==> config.mk <==
export PLATFORM = sky130hd
export DESIGN_NAME = muldiv_iter_unit
export DESIGN_NICKNAME = d
export VERILOG_FILES = /design/src/rtl/muldiv_iter_unit_pkg.sv /design/src/rtl/muldiv_iter_unit_step.sv /design/src/rtl/muldiv_iter_unit.sv
export SDC_FILE = /design/constraint.sdc
export NUM_CORES = 1
export LEC_CHECK = 0
export CORE_MARGIN = 5
export CORE_UTILIZATION = 40
export CTS_BUF_LIST = sky130_fd_sc_hd__clkbuf_8
export CTS_CLUSTER_SIZE = 14
export DETAILED_ROUTE_END_ITERATION = 8
export GPL_ROUTABILITY_DRIVEN = 0
export HOLD_SLACK_MARGIN = 0.12
export PLACE_DENSITY = 0.57
export SYNTH_ARGS = -nofsm -noshare
export SYNTH_HDL_FRONTEND = slang
export SYNTH_SLANG_ARGS = --single-unit
==> constraint.sdc <==
create_clock -name clk -period 5.5 [get_ports clk]
set_clock_uncertainty 0.1 [all_clocks]
set_input_delay 0.55 -clock clk [delete_from_list [all_inputs] [get_ports clk]]
set_output_delay 0.55 -clock clk [all_outputs]
set_load 0.01 [all_outputs]
==> src/rtl/muldiv_iter_unit_pkg.sv <==
// Shared encodings for the iterative RV32M/RV64M multiply/divide unit.
package muldiv_iter_unit_pkg;

  typedef enum logic [2:0] {
    MD_IDLE = 3'd0,
    MD_PREP = 3'd1,
    MD_CALC = 3'd2,
    MD_FIX  = 3'd3,
    MD_DONE = 3'd4
  } md_state_e;

  localparam logic [2:0] F3_MUL    = 3'b000;
  localparam logic [2:0] F3_MULH   = 3'b001;
  localparam logic [2:0] F3_MULHSU = 3'b010;
  localparam logic [2:0] F3_MULHU  = 3'b011;
  localparam logic [2:0] F3_DIV    = 3'b100;
  localparam logic [2:0] F3_DIVU   = 3'b101;
  localparam logic [2:0] F3_REM    = 3'b110;
  localparam logic [2:0] F3_REMU   = 3'b111;

  function automatic logic op_a_signed(input logic [2:0] f3);
    return f3 inside {F3_MULH, F3_MULHSU, F3_DIV, F3_REM};
  endfunction

  function automatic logic op_b_signed(input logic [2:0] f3);
    return f3 inside {F3_MULH, F3_DIV, F3_REM};
  endfunction

endpackage

==> src/rtl/muldiv_iter_unit_step.sv <==
// One shift-add multiply or restoring-divide iteration; chained per cycle.
module muldiv_iter_unit_step #(
  parameter int unsigned XLEN = 32
) (
  input  logic                div_i,
  input  logic [2*XLEN-1:0]   acc_i,
  input  logic [XLEN:0]       rem_i,
  input  logic [XLEN-1:0]     opnd_i,
  input  logic                bit_i,
  output logic [2*XLEN-1:0]   acc_o,
  output logic [XLEN:0]       rem_o,
  output logic                qbit_o
);

  logic [XLEN:0]   sum;
  logic [XLEN:0]   shifted;
  logic [XLEN+1:0] diff;

  // Divide leaves the quotient LSB clear; the caller ORs qbit_o into it.
  always_comb begin
    sum     = {1'b0, acc_i[2*XLEN-1:XLEN]} + (bit_i ? {1'b0, opnd_i} : {(XLEN+1){1'b0}});
    shifted = {rem_i[XLEN-1:0], bit_i};
    diff    = {1'b0, shifted} - {2'b00, opnd_i};
    qbit_o  = div_i & ~diff[XLEN+1];
    if (div_i) begin
      acc_o = {acc_i[2*XLEN-1:XLEN], acc_i[XLEN-2:0], 1'b0};
      rem_o = qbit_o ? diff[XLEN:0] : shifted;
    end else begin
      acc_o = {sum, acc_i[XLEN-1:1]};
      rem_o = rem_i;
    end
  end

endmodule

==> src/rtl/muldiv_iter_unit.sv <==
// Iterative M-extension unit: FSM, operand/sign handling, step chain and result register.
module muldiv_iter_unit
  import muldiv_iter_unit_pkg::*;
#(
  parameter int unsigned XLEN           = 32,
  parameter int unsigned BITS_PER_CYCLE = 1
) (
  input  logic            clk,
  input  logic            rst,
  input  logic            valid_i,
  output logic            ready_o,
  input  logic [2:0]      funct3_i,
  input  logic [XLEN-1:0] op_a_i,
  input  logic [XLEN-1:0] op_b_i,
  input  logic            kill_i,
  output logic            valid_o,
  input  logic            ready_i,
  output logic [XLEN-1:0] result_o,
  output logic            busy_o
);

  localparam int unsigned ITERS = XLEN / BITS_PER_CYCLE;
  localparam int unsigned CNT_W = $clog2(ITERS + 1);

  md_state_e          state_q, state_d;
  logic [2:0]         f3_q;
  logic [XLEN-1:0]    a_q, b_q, opnd_q, result_q;
  logic [2*XLEN-1:0]  acc_q;
  logic [XLEN:0]      rem_q;
  logic [CNT_W-1:0]   cnt_q;
  logic               neg_res_q, neg_rem_q, valid_q, busy_q;

  logic               is_div, a_neg, b_neg, special;
  logic [XLEN-1:0]    mag_a, mag_b, special_res, fix_res, quo, rmd;
  logic [2*XLEN-1:0]  prod, acc_d;
  logic [XLEN:0]      rem_d;

  assign is_div = f3_q[2];

  // Operand magnitudes and the divide corner cases, evaluated while in PREP.
  always_comb begin
    a_neg       = op_a_signed(f3_q) & a_q[XLEN-1];
    b_neg       = op_b_signed(f3_q) & b_q[XLEN-1];
    mag_a       = a_neg ? -a_q : a_q;
    mag_b       = b_neg ? -b_q : b_q;
    special     = 1'b0;
    special_res = '0;
    if (is_div && (b_q == '0)) begin
      special     = 1'b1;
      special_res = f3_q[1] ? a_q : '1;
    end else if (is_div && !f3_q[0] && (a_q == {1'b1, {(XLEN-1){1'b0}}}) && (b_q == '1)) begin
      special     = 1'b1;
      special_res = f3_q[1] ? '0 : a_q;
    end
  end

  // Sign fix-up and half/quotient/remainder selection.
  always_comb begin
    prod = neg_res_q ? -acc_q : acc_q;
    quo  = neg_res_q ? -acc_q[XLEN-1:0] : acc_q[XLEN-1:0];
    rmd  = neg_rem_q ? -rem_q[XLEN-1:0] : rem_q[XLEN-1:0];
    case (f3_q)
      F3_MUL:                      fix_res = prod[XLEN-1:0];
      F3_MULH, F3_MULHSU, F3_MULHU: fix_res = prod[2*XLEN-1:XLEN];
      F3_DIV, F3_DIVU:             fix_res = quo;
      default:                     fix_res = rmd;
    endcase
  end

  for (genvar g = 0; g < BITS_PER_CYCLE; g++) begin : g_step
    logic [2*XLEN-1:0] acc_in, acc_s, acc_nx;
    logic [XLEN:0]     rem_in, rem_nx;
    logic              bit_s, qbit_s;
    if (g == 0) begin : g_first
      assign acc_in = acc_q;
      assign rem_in = rem_q;
    end else begin : g_next
      assign acc_in = g_step[g-1].acc_nx;
      assign rem_in = g_step[g-1].rem_nx;
    end
    assign bit_s = is_div ? acc_in[XLEN-1] : acc_in[0];
    muldiv_iter_unit_step #(.XLEN(XLEN)) u_step (
      .div_i  (is_div),
      .acc_i  (acc_in),
      .rem_i  (rem_in),
      .opnd_i (opnd_q),
      .bit_i  (bit_s),
      .acc_o  (acc_s),
      .rem_o  (rem_nx),
      .qbit_o (qbit_s)
    );
    assign acc_nx = acc_s | {{(2*XLEN-1){1'b0}}, qbit_s};
  end

  assign acc_d = g_step[BITS_PER_CYCLE-1].acc_nx;
  assign rem_d = g_step[BITS_PER_CYCLE-1].rem_nx;

  // Next-state logic; kill overrides every transition.
  always_comb begin
    state_d = state_q;
    case (state_q)
      MD_IDLE: if (valid_i) state_d = MD_PREP;
      MD_PREP: state_d = special ? MD_DONE : MD_CALC;
      MD_CALC: if (cnt_q == CNT_W'(1)) state_d = MD_FIX;
      MD_FIX:  state_d = MD_DONE;
      MD_DONE: if (ready_i) state_d = MD_IDLE;
      default: state_d = MD_IDLE;
    endcase
    if (kill_i) state_d = MD_IDLE;
  end

  always_ff @(posedge clk) begin
    if (rst) begin
      state_q   <= MD_IDLE;
      f3_q      <= '0;
      a_q       <= '0;
      b_q       <= '0;
      opnd_q    <= '0;
      acc_q     <= '0;
      rem_q     <= '0;
      cnt_q     <= '0;
      neg_res_q <= 1'b0;
      neg_rem_q <= 1'b0;
      result_q  <= '0;
      valid_q   <= 1'b0;
      busy_q    <= 1'b0;
    end else begin
      state_q <= state_d;
      valid_q <= (state_d == MD_DONE);
      busy_q  <= (state_d != MD_IDLE);
      case (state_q)
        MD_IDLE: begin
          if (valid_i && !kill_i) begin
            f3_q <= funct3_i;
            a_q  <= op_a_i;
            b_q  <= op_b_i;
          end
        end
        MD_PREP: begin
          neg_res_q <= a_neg ^ b_neg;
          neg_rem_q <= a_neg;
          opnd_q    <= is_div ? mag_b : mag_a;
          acc_q     <= {{XLEN{1'b0}}, (is_div ? mag_a : mag_b)};
          rem_q     <= '0;
          cnt_q     <= CNT_W'(ITERS);
          if (special && !kill_i) result_q <= special_res;
        end
        MD_CALC: begin
          acc_q <= acc_d;
          rem_q <= rem_d;
          cnt_q <= cnt_q - CNT_W'(1);
        end
        MD_FIX: begin
          if (!kill_i) result_q <= fix_res;
        end
        default: ;
      endcase
    end
  end

  assign ready_o  = (state_q == MD_IDLE);
  assign valid_o  = valid_q;
  assign result_o = result_q;
  assign busy_o   = busy_q;

endmodule
Yosys cells after proc, flatten, opt, wreduce, memory -nomap -nowiden

Index checks and enable logic that the tools add are counted.

Bitwise logic cells: 6
Equal/unequal tests: 17
Mux-type cells: 31
Add/sub/neg operators: 8
Reductions and logical operators: 21

Operator list:

| kind                 | number |
|---|---|
| $mux 32              | 15 |
| $mux 64              | 2 |
| $neg 32->32          | 4 |
| $pmux 32 s2          | 2 |
| $pmux 64 s2          | 1 |
| $pmux 32 s3          | 1 |
| $eq 32x32->1 const B | 2 |
| $neg 64->64          | 1 |
| $or 64x1->64         | 1 |
| $sub 33x32->34       | 1 |
| $add 32x33->33       | 1 |
| $logic_not 32->1     | 1 |
| $eq 3x3->1 const B   | 5 |
| $mux 3               | 5 |
| $pmux 3 s5           | 1 |
| $eq 3x2->1 const B   | 4 |
| $pmux 6 s2           | 1 |
| $eq 3x1->1 const B   | 2 |
| $eq 6x1->1 const B   | 1 |
| $logic_and 1x1->1    | 6 |
| $logic_not 3->1      | 2 |
| $ne 2x2->1 const B   | 3 |
| $reduce_bool 3->1    | 2 |
| $sub 6x1->6 const B  | 1 |
| 11 further kinds     | 18 |

Flip-flop bits (word level): 240
Output and inout port bits: 35
Word-level logic and storage cells: 96

Longest topological paths before layout

Gate-level depths: netlist of the first run.

Depth in word-level cells: 10
Mapped depth: 17

Modules after synthesis

A second synthesis of the first run with hierarchy kept.

Cell total of the unflattened synthesis: 2648
Area total of the unflattened synthesis: 19123.3 um^2

Modules (own cells, without submodules):

| module                | instances | area each (um^2) | cells an instance |
|---|---|---|---|
| muldiv_iter_unit      | 1         | 14182.4          | 1871 |
| muldiv_iter_unit_step | 1         | 4941.0           | 777 |

Worst setup path before layout of the first run

No wires, ideal clock.

Path type: reg2reg
Start point: register f3_q[2]
End point: register rem_q[30] (netlist: g_step[0].rem_in[30])
Setup slack: 1290 ps
Clock period less this slack: 4210 ps
Cell stages (with the launch flop): 17
Arrival: 3984 ps
Path through: dfxtp_1 -> clkbuf_1 -> clkbuf_1 -> mux2i_1 -> clkbuf_1 -> ha_1 -> inv_1 -> fa_1 -> a211oi_1 -> o21ai_0 -> o2111ai_1 -> a31oi_1 -> a21oi_1 -> o21ai_0 -> a211oi_1 -> xor2_1 -> o21ai_0

Cells in the longest elaborated chain, start to end: 7
Elaborated cells between the ends (all ways): 9
Those cells by class: 1 x add/sub; 1 x eq/ne; 4 x mux; 2 x bitwise; 1 x reduce/logical

Ends and longest elaborated chain:

| item                   | RTL line                    | text |
|---|---|---|
| start, declared        | muldiv_iter_unit.sv:26      | `logic [2:0] f3_q;` |
| start signal, assigned | muldiv_iter_unit.sv:134     | `f3_q <= funct3_i;` |
| $mux 1                 | muldiv_iter_unit.sv:81      | `assign bit_s = is_div ? acc_in[XLEN-1] : acc_in[0];` |
| $sub 33x32->34         | muldiv_iter_unit_step.sv:23 | `diff = {1'b0, shifted} - {2'b00, opnd_i};` |
| $not 1->1              | muldiv_iter_unit_step.sv:24 | `qbit_o = div_i & ~diff[XLEN+1];` |
| $and 1x1->1            | muldiv_iter_unit_step.sv:24 |  |
| $mux 32                | muldiv_iter_unit_step.sv:27 | `rem_o = qbit_o ? diff[XLEN:0] : shifted;` |
| $mux 32                | muldiv_iter_unit_step.sv:25 | `if (div_i) begin` |
| $pmux 32 s2            | muldiv_iter_unit.sv:131     | `case (state_q)` |
| end signal, assigned   | muldiv_iter_unit.sv:150     | `rem_q <= rem_d;` |
| end, declared          | muldiv_iter_unit.sv:29      | `logic [XLEN:0] rem_q;` |

Several ways; a longest one is shown, not always the timed one. The select of a mux whose other input is x is not followed.
A chain may end at the register's enable or synchronous reset.

Worst setup path after layout of the first run

Start point: register acc_q[31]
End point: register acc_q[47]

Cells in the longest elaborated chain, start to end: 6

Ends and longest elaborated chain:

| item                   | RTL line                    | text |
|---|---|---|
| start, declared        | muldiv_iter_unit.sv:28      | `logic [2*XLEN-1:0] acc_q;` |
| start signal, assigned | muldiv_iter_unit.sv:143     | `acc_q <= {{XLEN{1'b0}}, (is_div ? mag_a : mag_b)};` |
| $mux 1                 | muldiv_iter_unit.sv:81      |  |
| $mux 32                | muldiv_iter_unit_step.sv:21 | `sum = {1'b0, acc_i[2*XLEN-1:XLEN]} + (bit_i ? {1'b0, opnd_i} : {(XLEN+1){1'b0}});` |
| $add 32x33->33         | muldiv_iter_unit_step.sv:21 |  |
| $mux 64                | muldiv_iter_unit_step.sv:25 |  |
| $or 64x1->64           | muldiv_iter_unit.sv:92      | `assign acc_nx = acc_s \| {{(2*XLEN-1){1'b0}}, qbit_s};` |
| $pmux 64 s2            | muldiv_iter_unit.sv:131     |  |

Every way passes these cells.

==> results of run 1 <==
==> layout make-up <==
class,count,area (sq um)
well taps,585,732.0
inverters,63,236.5
flip-flops and latches,240,4810
multi-input cells,1880,11840
clock buffers,57,784.5
fillers,4357,23200
clock inverters,27,203.9
repair buffers,133,1277
==> power by group <==
group | total, uW | internal, uW | switching, uW
logic | 853 | 320 | 533
clock network | 1960 | 1080 | 879
registers | 1860 | 1780 | 77.8
total | 4670 | 3180 | 1490
==> cell usage after synthesis, drive strengths merged (4+ instances only) <==
library cell | count | area share [%]
or3 | 25 | 0.98
dfxtp | 240 | 28
nand2 | 335 | 7.2
a32oi | 5 | 0.25
or4 | 23 | 1.1
a22oi | 16 | 0.69
clkbuf | 128 | 2.8
nand3b | 9 | 0.39
a21o | 35 | 1.5
a2bb2oi | 4 | 0.20
o31ai | 35 | 1.5
and2 | 12 | 0.43
buf | 27 | 0.67
o221ai | 12 | 0.60
a221oi | 11 | 0.55
nand3 | 51 | 1.5
o31a | 6 | 0.30
a211oi | 55 | 2.4
xnor2 | 84 | 4.2
o211ai | 32 | 1.4
xor2 | 111 | 5.6
o21ai | 161 | 4.6
nor2b | 19 | 0.68
nand4 | 15 | 0.54
a311oi | 19 | 0.95
or2 | 11 | 0.41
nor3b | 4 | 0.17
a21boi | 4 | 0.17
nor4 | 21 | 0.98
nor2 | 206 | 4.4
and3 | 10 | 0.37
a31oi | 21 | 0.75
a22o | 20 | 1.0
nor3 | 42 | 1.3
o21a | 15 | 0.65
nand4b | 5 | 0.25
o41ai | 19 | 1.2
mux2i | 45 | 2.6
nand2b | 15 | 0.54
ha | 72 | 5.2
o22ai | 24 | 0.86
inv | 63 | 1.4
a21oi | 220 | 6.3
a41oi | 4 | 0.20
==> layout by cell type, fill, tap and decap left out, types with 16 or more instances in the layout <==
master,instances
nand2_1,334
dfxtp_1,238
a21oi_1,220
nor2_1,203
o21ai_0,159
xor2_1,111
clkdlybuf4s50_1,105
xnor2_1,84
inv_1,77
ha_1,72
clkbuf_8,57
a211oi_1,55
nand3_1,51
mux2i_1,44
nor3_1,37
a21o_1,35
o31ai_1,34
o211ai_1,32
buf_4,26
o22ai_1,24
or3_1,22
a31oi_1,21
a22o_1,20
a311oi_1,19
or4_1,19
nor2b_1,18
nor4_1,16
a22oi_1,16
==> layer usage <==
layer / vias up / wire length [um] / track usage, %
met1: 8359 / 29170 / 36.20
met2: 685 / 28920 / 40.66
met4: 0 / 3282 / 12.16
li1: 8536 / - / -
met5: - / 0 / 0
met3: 158 / 4487 / 3.879
==> metrics by stage <==
| stage | util [%] | total power, uW |
|---|---|---|
| after CTS | 46.15 | 4683 |
| final | 46.15 | 4670 |
| after global placement | 43.86 | 2718 |
| after floorplan | - | 2444 |
| after global routing | 46.15 | 4837 |
| after detailed placement | 43.86 | 2729 |
==> worst max-delay path by stage <==
stage	startpoint	slack (ns)	end	depth (start not counted)
6_report	acc_q[31]$_SDFFE_PP0P_	1.28	acc_q[47]$_SDFFE_PP0P_	16
5_1_grt	acc_q[31]$_SDFFE_PP0P_	1.05	acc_q[47]$_SDFFE_PP0P_	16
4_1_cts	acc_q[31]$_SDFFE_PP0P_	1.40	g_step[0].rem_in[28]$_SDFFE_PP0P_	13
3_5_place_dp	acc_q[31]$_SDFFE_PP0P_	1.45	g_step[0].rem_in[28]$_SDFFE_PP0P_	13
3_3_place_gp	acc_q[31]$_SDFFE_PP0P_	1.58	acc_q[47]$_SDFFE_PP0P_	16
2_1_floorplan	f3_q[2]$_SDFFE_PP0P_	1.29	g_step[0].rem_in[30]$_SDFFE_PP0P_	16
==> state kept, by name, indices dropped and copies added, names as in the netlist <==
signal / count
a_q: 32
acc_q: 64
b_q: 32
busy_o: 1
cnt_q: 6
f3_q: 3
g_step.rem_in: 32
neg_rem_q: 1
neg_res_q: 1
opnd_q: 32
result_o: 32
state_q: 3
valid_o: 1
==> cells by family after synthesis <==
family	synth area share [%]
AND/OR/NAND/NOR	21.93
adder cells (fa/ha/maj)	5.397
XOR/XNOR	9.797
AO/OA/AOI/OAI	27.88
flip-flops	27.56
multiplexers	2.648
buffers and inverters	4.787
==> worst reg2reg max path: stages, from the launching register on <==
cell	delay [ns]
dfxtp_1	0.58
mux2i_2	0.18
buf_4	0.27
inv_1	0.11
ha_1	0.14
ha_1	0.18
inv_1	0.06
fa_1	0.41
nor2b_1	0.17
o2111ai_1	0.17
a21oi_1	0.34
nor2_1	0.14
o21ai_0	0.51
a21boi_0	0.25
o21ai_0	0.24
xnor2_1	0.09
a22o_1	0.17
==> out/results.ini, run 1 <==
[job]
cap_violations = 0

[timing]
report.final.setup_viol = 0
drv_slew = 0
tightest_slew_ns = 1.146
post-route-period-util_pct = 76.81
fmax_mhz = 236.7
fin_crit_ns = 4.225
finalHoldViolations = 0
fin_tns_setup_ns = 0
rsz0062_at_grt = no
slew_headroom_pct = 23.61
layout_setup_ws_ns = 1.275
hold_slack_ns = 0.2939

[detailed_routing]
vias = 17738
drtIter0Drc = 1914
firstDrtPassIters = 6
viasPerCell = 5.942
wl_per_cell_um = 22.06
routed_wl_um = 65860
drc = 0
ant_nets = 0

[setup_path]
path_cells = mux2i_2 -> buf_4 -> inv_1 -> ha_1 -> ha_1 -> inv_1 -> fa_1 -> nor2b_1 -> o2111ai_1 -> a21oi_1 -> nor2_1 -> o21ai_0 -> a21boi_0 -> o21ai_0 -> xnor2_1 -> a22o_1
critPathBufInv = 3
cp_slowest_cell = dfxtp_1
r2r_slack_ns = 1.28
crit_path_max_fanout = 32
worst_r2r_path_depth = 16
start_kind = register
max_stage_delay_ns = 0.58
worstPathRequired_ns = 5.92
r2r-end = acc_q[47]$_SDFFE_PP0P_
path_class = register to register
endpoint_kind = register
critPathTopFamily = compound AO/OA/AOI/OAI gates
cp.arrival_ns = 4.65
rr_startpoint = acc_q[31]$_SDFFE_PP0P_

[clocking]
clk_path_buf_depth = 3
insertion_delay_ns = 0.64
cts.sink_count = 240
cts_tree = built
cts_buffers = 46
post_cts_buffers = 0
cts_root_buf = clkbuf_8
postCtsResizedCells = 0
path_clk_slew_ns = 0.07
htree_levels = 2
postCtsHoldBufs = 0

[floorplan]
initial_core_util_pct = 40.47
num_io_pins = 107
die-area_sq_um = 47860
row_count = 76
core_area_sq_um = 43080
fp.dieW_um = 218.8
die-height_um = 218.8

[logic_synthesis]
synth_flop_cell = dfxtp_1
ys_ff_latch = 240
avgSynthCellArea_sq_um = 7.456
ys_types = 89
async_flop_share_pct = 0
synth_area_sq_um = 17430
synth_edf_count = 0
synthCells = 2338
synth_nets = 2484
yosys_warnings = 0
seq_area_frac_synth_pct = 27.56

[place]
place_worst_setup_slack_ns = 1.447
dp_cells = 2901
portBuffers = 106
postPlaceCellArea_sq_um = 18890
dpl.hpwl_um = 50060

[worst_hold_path]
min_from = rst
hold_depth = 2
hp-class = primary input to register
hold_path_end = acc_q[34]$_SDFFE_PP0P_

[layout]
antennaDiodeCount = 0
final_area_sq_um = 19880
nNetsFinal = 2510
fin_cells = 2985
drive_gt1_share_pct = 6.208
area_growth_pct = 14.04

[global_route]
grt-ovfl-total = 0
grt_max_degree = 143
antenna_found_initial = 0
grt_pass1_vias = 16032
grt_pass1_wl_um = 97780
grt_util_all_layers_pct = 26.29

[pwr]
p_leak_uw = 0.007507
p_per_area_nw_per_um2 = 234.9
irDropWorstVdd_v = 0.0001891

[status]
status = finished, final reports clean

Note: power is estimated with default switching activity, not from simulation.
==> run 2: changes to the inputs <==
--- a/config.mk
+++ b/config.mk
@@ -12,7 +12,7 @@
 export DETAILED_ROUTE_END_ITERATION = 8
 export GPL_ROUTABILITY_DRIVEN = 0
 export HOLD_SLACK_MARGIN = 0.12
-export PLACE_DENSITY = 0.57
+export PLACE_DENSITY = 0.6
 export SYNTH_ARGS = -nofsm -noshare
 export SYNTH_HDL_FRONTEND = slang
 export SYNTH_SLANG_ARGS = --single-unit
==> constraint.sdc (replaced) <==
create_clock -name clk -period 3.6 [get_ports clk]
set_clock_uncertainty 0.1 [all_clocks]
set_input_delay 0.36 -clock clk [delete_from_list [all_inputs] [get_ports clk]]
set_output_delay 0.36 -clock clk [all_outputs]
set_load 0.01 [all_outputs]
==> run 2 against run 1 <==
Net effect: design area grew 3.3%; largest cell class unchanged; clock power grew 41%; fmax grew 20%; register-to-register slack lost 1.2 ns; critical path depth shrank 7; final cell count grew 2.3%; largest power group is now sequential cells; sequential power grew 52%; setup slack lost 1.2 ns; routed wire length is essentially flat; critical endpoint is now result_o[14]$_SDFFE_PP0P_.
==> out/results.ini, run 2 (synthesis results as in run 1) <==
[setup_path]
r2r_slack_ns = 0.09
rr_startpoint = acc_q[31]$_SDFFE_PP0P_
start_kind = register
worstPathRequired_ns = 4.06
crit_path_max_fanout = 9
endpoint = result_o[14]$_SDFFE_PP0P_
r2r-end = result_o[14]$_SDFFE_PP0P_
worst_r2r_path_depth = 9
crit_start = acc_q[31]$_SDFFE_PP0P_
cp.arrival_ns = 3.97
endpoint_kind = register
path_class = register to register

[clocking]
insertion_delay_ns = 0.66
cts_buffers = 44
cts_root_buf = clkbuf_8
htree_levels = 2
cts.sink_count = 240
clk_path_buf_depth = 3
path_clk_slew_ns = 0.07
cts_tree = built

[timing]
tightest_slew_ns = 1.183
post-route-period-util_pct = 97.52
drv_slew = 0
fin_tns_setup_ns = 0
report.final.setup_viol = 0
fin_crit_ns = 3.511
slew_headroom_pct = 20.90
rsz0062_at_grt = no
fmax_mhz = 284.9
layout_setup_ws_ns = 0.08945
finalHoldViolations = 0
hold_slack_ns = 0.1549

[floorplan]
die-height_um = 218.8
die-area_sq_um = 47860
initial_core_util_pct = 40.47
fp.dieW_um = 218.8
num_io_pins = 107
core_area_sq_um = 43080
row_count = 76

[detailed_routing]
vias = 18230
dr.max_layer_used = met4
viasPerCell = 5.967
wl_met1_um = 28050
routed_wl_um = 65850
wl_met3_um = 5405
ant_nets = 0
wl_met2_um = 28720
wl_per_cell_um = 21.56
drc = 0
drtIter0Drc = 2020
firstDrtPassIters = 9

[global_route]
grt_util_all_layers_pct = 26.47
grt_pass1_wl_um = 99480
grt_max_degree = 150
antenna_found_initial = 0
grt_pass1_vias = 17021
grt-ovfl-total = 0

[layout]
largest_register = acc_q
area_growth_pct = 17.76
multi_input_area_sq_um = 11940
largest_reg_flops = 64
mostFrequentLayoutCell = nand2_1
antennaDiodeCount = 0
most-common-layout-cells = 334 x nand2_1, 238 x dfxtp_1, 217 x a21oi_1
post-route-util_pct = 47.66
num-fill-cells = 4331
final_area_sq_um = 20530
nNetsFinal = 2583
drive_gt1_share_pct = 9.555
register_area_sq_um = 4810

[pwr]
p_leak_uw = 0.007885
irDropWorstVdd_v = 0.0002964
p_per_area_nw_per_um2 = 341.4

[worst_hold_path]
hp-class = primary input to register

[place]
dpl.hpwl_um = 50400
place_worst_setup_slack_ns = 0.07795
postPlaceCellArea_sq_um = 19490
portBuffers = 106

[job]
cap_violations = 0

[status]
status = finished, final reports clean

run 2: cell types whose count changed in the layout (fill, tap and decap cells not counted), sizes merged, moves of 2 or more:
cell,before,now
buf,28,101
bufinv,3,0
clkbuf,57,59
clkinv,8,10
inv,79,73
run 2: cell type report:
cell class / count / share of cell area (%)
multi-input combinational: 1880 / 58.14
timing repair buffer: 208 / 9.306
tap: 585 / 3.565
sequential: 240 / 23.43
inverter: 63 / 1.152
clock inverter: 21 / 0.5241
clock buffer: 58 / 3.888
run 2: worst min path at each step:
stage | start | endpoint | slack, ns | depth (start not counted)
after floorplan | opnd_q[26]$_SDFFE_PP0P_ | opnd_q[26]$_SDFFE_PP0P_ | 0.33 | 2
after global placement | opnd_q[11]$_SDFFE_PP0P_ | opnd_q[11]$_SDFFE_PP0P_ | 0.34 | 2
after detailed placement | result_o[30]$_SDFFE_PP0P_ | result_o[30]$_SDFFE_PP0P_ | 0.35 | 2
after CTS | op_a_i[7] | a_q[7]$_SDFFE_PP0P_ | 0.12 | 3
after global routing | op_a_i[7] | a_q[7]$_SDFFE_PP0P_ | 0.14 | 3
final | op_b_i[26] | b_q[26]$_SDFFE_PP0P_ | 0.15 | 3
run 2: stage by stage:
step	total power, uW	instances
2_1_floorplan	3741	2338
3_3_place_gp	4228	2971
3_5_place_dp	4248	2971
4_1_cts	7002	3051
5_1_grt	7292	3055
6_report	7008	3055
run 2: critical path, cell delays in order (launching register included):
cell and delay [ns]:
dfxtp_1 0.33, buf_4 0.19, or4_4 0.56, nand4b_1 0.32, or4_4 0.53, or3_1 0.39, o41a_1 0.34, xor2_1 0.23
a22oi_1 0.16, a311oi_1 0.31
run 2: where the power goes:
group	switching (uW)	total (uW)	leakage, uW	internal, uW
registers	105	2820	0.00194	2720
clock network	1310	2760	0.000509	1450
logic	864	1430	0.00543	566
run 2: metal layers:
metal  track usage (%)  vias up
met5                 0        -
met4             12.43        0
met3             5.430      170
met2             40.93      765
met1             35.44     8620
li1                  -     8675
run 2: timing repair:
| action | in CTS | in global routing |
|---|---|---|
| resized for setup | 0 | 17 |
| hold buffers | 1 | 0 |
| setup endpoints to repair | 0 | 29 |
| hold endpoints to repair | 4 | 0 |
| setup buffers | 0 | 3 |
==> run 3: changes to the inputs <==
--- a/config.mk
+++ b/config.mk
@@ -5,6 +5,7 @@
 export SDC_FILE = /design/constraint.sdc
 export NUM_CORES = 1
 export LEC_CHECK = 0
+export ABC_CLOCK_PERIOD_IN_PS = 3600
 export CORE_MARGIN = 5
 export CORE_UTILIZATION = 40
 export CTS_BUF_LIST = sky130_fd_sc_hd__clkbuf_8
==> results of run 3 <==
Same layout as run 2: the final DEF is identical, and so are final timing and power.
